File: config.mk
export PLATFORM = sky130hd
export DESIGN_NAME = mem_wb_stage
export DESIGN_NICKNAME = d
export VERILOG_FILES = /design/src/rtl/mem_pkg.sv /design/src/rtl/mem_wb_stage.sv
export SDC_FILE = /design/constraint.sdc
export NUM_CORES = 1
export LEC_CHECK = 0
export CAP_MARGIN = 10
export CELL_PAD_IN_SITES_DETAIL_PLACEMENT = 0
export CELL_PAD_IN_SITES_GLOBAL_PLACEMENT = 2
export CORE_ASPECT_RATIO = 1.2
export CORE_MARGIN = 2
export CORE_UTILIZATION = 24
export DETAILED_ROUTE_END_ITERATION = 8
export GPL_TIMING_DRIVEN = 0
export PLACE_DENSITY_LB_ADDON = 0.2
export REMOVE_ABC_BUFFERS = 1
export SLEW_MARGIN = 5
export SYNTH_ARGS = -nofsm -noshare
export SYNTH_HDL_FRONTEND = slang
export SYNTH_SLANG_ARGS = --single-unit
File: constraint.sdc
create_clock -name clk -period 2 [get_ports clk]
set_input_delay 0.2 -clock clk [delete_from_list [all_inputs] [get_ports clk]]
set_output_delay 0.2 -clock clk [all_outputs]
set_load 0.05 [all_outputs]
File: src/rtl/mem_pkg.sv
// Shared types and defaults for the MEM-stage access controller and MEM/WB register.
package mem_pkg;

   typedef enum logic [0:0] {
      IDLE = 1'b0,
      WAIT = 1'b1
   } mem_state_t;

   typedef struct packed {
      logic        we;
      logic        rd_sel;
      logic        next_pc;
      logic [15:0] addr;
      logic [31:0] wdata;
      logic [31:0] alu;
   } mem_req_t;

   localparam int          DEF_TIMEOUT  = 64;
   localparam logic [31:0] DEF_ERR_DATA = 32'hDEAD_BEEF;

endpackage

File: src/rtl/mem_wb_stage.sv
// MEM-stage data-memory access FSM plus MEM/WB pipeline register; stalls upstream while an access is outstanding.
// Optional stall-cycle counter output perf_stall_cnt is built when MEM_PERF_CNT_EN is defined.
import mem_pkg::*;

module mem_wb_stage #(
   parameter int          TIMEOUT  = DEF_TIMEOUT,
   parameter logic [31:0] ERR_DATA = DEF_ERR_DATA
) (
   input  logic        clk,
   input  logic        rst,
   input  logic        MEM_VALID,
   input  logic        MEM_DM_WE,
   input  logic        MEM_RF_D_SEL,
   input  logic [31:0] MEM_ALU_RES,
   input  logic [31:0] MEM_muxB,
   input  logic [15:0] MEM_DM_ADDR,
   input  logic        MEM_NEXT_PC,
   output logic        dm_req,
   output logic        dm_we,
   output logic [15:0] dm_addr,
   output logic [31:0] dm_wdata,
   input  logic        dm_ack,
   input  logic [31:0] dm_rdata,
   output logic        MEM_STALL,
   output logic        WB_VALID,
   output logic [31:0] WB_RF_DATA,
   output logic        WB_NEXT_PC,
   output logic        WB_RF_D_SEL,
   output logic        dm_err
`ifdef MEM_PERF_CNT_EN
   ,
   output logic [31:0] perf_stall_cnt
`endif
);

   localparam int             CW       = $clog2(TIMEOUT) + 1;
   localparam logic [CW-1:0]  CNT_LAST = CW'(TIMEOUT - 1);
   localparam logic [CW-1:0]  CNT_MAX  = '1;

   mem_state_t    state;
   mem_req_t      req;
   logic [CW-1:0] cnt;

   logic acc;
   logic in_wait;
   logic timeout;
   logic rd_from_mem;

   assign acc         = MEM_VALID & (MEM_DM_WE | MEM_RF_D_SEL);
   assign in_wait     = (state == WAIT);
   // An ack in the last allowed cycle still wins over the timeout.
   assign timeout     = in_wait & ~dm_ack & (cnt == CNT_LAST);
   assign rd_from_mem = req.rd_sel & ~req.we;

   assign dm_req   = in_wait;
   assign dm_we    = in_wait & req.we;
   assign dm_addr  = in_wait ? req.addr  : 16'h0;
   assign dm_wdata = in_wait ? req.wdata : 32'h0;

   assign MEM_STALL = ~rst & (in_wait ? (~dm_ack & ~timeout) : acc);

   always_ff @(posedge clk) begin
      if (rst) begin
         state       <= IDLE;
         req         <= '0;
         cnt         <= '0;
         WB_VALID    <= 1'b0;
         WB_RF_DATA  <= 32'h0;
         WB_NEXT_PC  <= 1'b0;
         WB_RF_D_SEL <= 1'b0;
         dm_err      <= 1'b0;
      end else begin
         case (state)
            IDLE: begin
               if (acc) begin
                  req.we      <= MEM_DM_WE;
                  req.rd_sel  <= MEM_RF_D_SEL;
                  req.next_pc <= MEM_NEXT_PC;
                  req.addr    <= MEM_DM_ADDR;
                  req.wdata   <= MEM_muxB;
                  req.alu     <= MEM_ALU_RES;
                  cnt         <= '0;
                  state       <= WAIT;
                  WB_VALID    <= 1'b0;
               end else begin
                  WB_VALID    <= MEM_VALID;
                  WB_RF_DATA  <= MEM_ALU_RES;
                  WB_NEXT_PC  <= MEM_NEXT_PC;
                  WB_RF_D_SEL <= MEM_RF_D_SEL;
               end
            end
            WAIT: begin
               if (dm_ack || timeout) begin
                  state       <= IDLE;
                  WB_VALID    <= 1'b1;
                  WB_NEXT_PC  <= req.next_pc;
                  WB_RF_D_SEL <= req.rd_sel;
                  if (rd_from_mem)
                     WB_RF_DATA <= dm_ack ? dm_rdata : ERR_DATA;
                  else
                     WB_RF_DATA <= req.alu;
                  if (timeout)
                     dm_err <= 1'b1;
               end else begin
                  WB_VALID <= 1'b0;
                  if (cnt != CNT_MAX)
                     cnt <= cnt + 1'b1;
               end
            end
            default: state <= IDLE;
         endcase
      end
   end

`ifdef MEM_PERF_CNT_EN
   always_ff @(posedge clk) begin
      if (rst)
         perf_stall_cnt <= 32'h0;
      else if (MEM_STALL)
         perf_stall_cnt <= perf_stall_cnt + 32'd1;
   end
`endif

endmodule

==> out/metrics.cfg, run 1 <==
[worst_setup_path]
critical_path_class = primary input to flop
r2r_cells = 6
cpPeakStageDelay_ns = 0.55
crit_chain = clkdlybuf4s50_1 -> nor2_2 -> nor2b_4 -> buf_12 -> buf_12 -> or4_1 -> a21oi_2
reg2reg_from = cnt[0]
slowest_stage = or4_1
cp.required_ns = 2.34
cpMostUsedCell = buf_12
reg2reg_slack_ns = 0.08
critPathArrivalTime_ns = 2.29
crit_buf_inv = 3
critPathTopFamily = simple AND/OR/NAND/NOR gates
path_max_fanout = 42
cp-start-kind = primary input
timing.rr.end = WB_RF_DATA[13]
end_kind = flop

[hold_path]
min_to = req[38]
hold_depth = 2
hold_start = rst
hold_class = primary input to flop

[placed_design]
hpwl_um = 12000
postPlaceCellArea_um2 = 8040
routabilityCongestion = 0.685
io_buffers = 205

[drt]
vias = 5803
wl_per_cell_um = 16.4
ant_nets = 0
first_pass_iters = 4
drt_iter0_markers = 286
drcViolationCount = 0
wl_um = 20700
via_per_inst = 4.60

[clock_tree]
cts.sinks = 127
insertion_delay_ns = 0.42
cts_tree = done
clock_path_buffers = 2
clock_tree.htree_level_count = 4
root_buffer = clkbuf_16
ctsHoldBuffers = 0
cts_buffers = 17
cts.reportedPaths.clkPinSlew_ns = 0.06

[run_status]
status = finished, final reports clean

[layout]
layout-drive-gt1-share_pct = 13.5
final_nets = 1054
final_util_pct = 38.9
final_area_um2 = 9030
synthToLayoutAreaGrowth_pct = 59.0

[pwr]
finalPower_mw = 7.63
ir_drop_mv = 0.549
leakagePower_nw = 3.30
power_density_nw_per_um2 = 845

[die]
die-height_um = 173
die_w_um = 144
core-area_um2 = 23200
core.rowCount = 61
io_pins = 206
initial_core_util_pct = 24.5
die_area_um2 = 24900

[sta]
rsz0062_at_grt = yes
relSlewSlack_pct = 51.2
setup-violations-final = 0
clock.fmax_mhz = 514
final_max_slew_viol_count = 0
holdWs_ns = 0.164
period_share_pct = 97.3
setup_tns_ns = 0
finalCriticalPeriod_ns = 1.95
clock_skew_ns = 0.0140
worst_pin_slew_ns = 0.729
hold_viol_final = 0

[synth]
synth_fa_ha_area_share_pct = 0.220
synthCells = 744
synth_top_family_by_area = simple AND/OR/NAND/NOR gates
ys_seq_elements = 127
ys_types = 33
syn-mean-instance-area_um2 = 7.64
synthFlopType = dfxtp_1
synthArstFlopShare_pct = 0
yosys_warnings = 0
synthMuxAreaShare_pct = 0
synth-compound-area-share_pct = 20.3
synthXorXnorAreaFrac_pct = 0
yosys.area_share.simple_pct = 29.0
synth_edf_count = 0
netlist_area_um2 = 5680
ys_seq_area_share_pct = 44.7

[global_routing]
grt_pass1_vias = 5774
grt_max_degree = 88
grt_use_total_pct = 16.8
grt_antenna_before_repair = 0
grt_pass1_wl_um = 32600
grt_overflow_total = 0

[job]
maxCapViolCount = 0

[power by group]
part           leakage, nW  switching [mW]  internal [mW]
Combinational         1.96           0.843          0.655
Clock                0.292            1.22           2.12
Sequential            1.05          0.0881           2.70
Total                 3.30            2.16           5.48
[cell type report]
type | instances | area, um2
fill | 2492 | 14200
multi-input combinational | 548 | 2950
sequential | 127 | 2550
timing repair buffer | 237 | 2500
clock buffer | 19 | 443
tap | 315 | 394
clock inverter | 12 | 185
inverter | 3 | 11.3
antenna | 1 | 2.50
[routing by layer]
metal  track usage [%]  wire, um  up-vias
li1                  -         -     2932
met1              21.8      9480     2705
met2              26.4      9580      147
met3              5.21      1290       19
met4              5.26       375        0
met5                 0         0        -
[flip-flops by register name (all words and copies together) (netlist names)]
name and count:
cnt 7, req 83, dm_req 1, WB_VALID 1
WB_RF_D_SEL 1, dm_err 1, WB_NEXT_PC 1, WB_RF_DATA 32
[timing repair]
item	in CTS	in global routing
endpoints found under the setup margin	175	49
pin swaps	1	3
buffers inserted	15	6
cloned	4	0
resized for setup	164	8
[worst reg2reg max path: cells and delay by family, from the launching register on]
| kind | cells | cell delay (ns) |
|---|---|---|
| adders and majority gates | 1 | 0.17 |
| and+or+nand+nor | 2 | 0.64 |
| AOI/OAI and AO/OA | 2 | 0.49 |
| buffers and inverters | 1 | 0.18 |
| DFF | 1 | 0.37 |
[cell usage in the layout, fill, tap and decap left out, types with 3 or more instances in the layout]
cell type,netlist,routed
or4_1,25,24
clkdlybuf4s18_2,0,3
a31oi_1,3,3
clkinvlp_4,0,4
a2111o_1,8,8
o22ai_1,24,24
clkdlybuf4s50_1,0,153
o21ai_0,34,33
dfxtp_2,0,3
buf_6,0,3
inv_1,3,3
and2_1,49,49
nor2b_4,0,4
nor2_1,34,33
dlygate4sd2_1,0,6
clkbuf_16,0,17
buf_12,0,8
nand3_1,9,8
clkdlybuf4s15_2,0,32
nand2b_1,26,25
bufinv_16,0,4
a21oi_1,131,128
a21oi_2,0,3
clkdlybuf4s15_1,0,6
nor3_1,5,4
dfxtp_1,127,122
nor2b_1,6,4
buf_4,12,18
buf_2,10,3
and4b_1,8,8
nand2_1,167,167
[cell families (layout without fill, tap and decap cells)]
| kind of cell | after synthesis | in the layout |
|---|---|---|
| AO/OA/AOI/OAI | 209 | 210 |
| AND/OR/NAND/NOR | 335 | 337 |
| buffers and inverters | 72 | 271 |
| flip-flops | 127 | 127 |
| other | 0 | 1 |
| adder cells (fa/ha/maj) | 1 | 1 |
[how the worst max path moves through the flow]
stage | from | endpoint | slack [ns] | cells past startpoint
CTS | dm_req | MEM_STALL | -0.11 | 5
detailed placement | dm_req | MEM_STALL | -1.13 | 5
global route | cnt[0] | MEM_STALL | -0.01 | 6
global placement | dm_req | MEM_STALL | -8.89 | 5
floorplan | dm_req | MEM_STALL | -3.91 | 4
finish | MEM_RF_D_SEL | WB_RF_DATA[15] | 0.05 | 7
[stage by stage]
| step | std cells | setup slack [ns] |
|---|---|---|
| detailed placement | 1205 | -1.13 |
| CTS | 1255 | -0.107 |
| global placement | 1195 | -8.89 |
| global route | 1261 | -0.0117 |
| floorplan | 675 | -3.91 |
| finish | 1262 | 0.0549 |
[cells in the mapped netlist, types with 3 or more instances]
| cell | count | share of area, % |
|---|---|---|
| or4_1 | 25 | 3.3 |
| nor2_1 | 34 | 2.2 |
| dfxtp_1 | 127 | 45 |
| nor2b_1 | 6 | 0.66 |
| o21ai_0 | 34 | 3.0 |
| a21oi_1 | 131 | 12 |
| and4b_1 | 8 | 1.4 |
| nand3_1 | 9 | 0.79 |
| inv_1 | 3 | 0.20 |
| o22ai_1 | 24 | 2.6 |
| buf_1 | 3 | 0.20 |
| buf_4 | 12 | 1.6 |
| nor3_1 | 5 | 0.44 |
| a2111o_1 | 8 | 1.6 |
| nand2_1 | 167 | 11 |
| buf_2 | 10 | 0.88 |
| clkbuf_1 | 42 | 2.8 |
| nand2b_1 | 26 | 2.9 |
| a31oi_1 | 3 | 0.33 |
| and2_1 | 49 | 5.4 |
Power figures use the tool's default switching activity.
==> inputs of run 2 (changes only) <==
--- a/config.mk
+++ b/config.mk
@@ -13,6 +13,7 @@
 export CORE_UTILIZATION = 24
 export DETAILED_ROUTE_END_ITERATION = 8
 export GPL_TIMING_DRIVEN = 0
+export HOLD_SLACK_MARGIN = 0.03
 export PLACE_DENSITY_LB_ADDON = 0.2
 export REMOVE_ABC_BUFFERS = 1
 export SLEW_MARGIN = 5
==> results of run 2 <==
The final DEF is identical to that of run 1; final timing and power are the same.
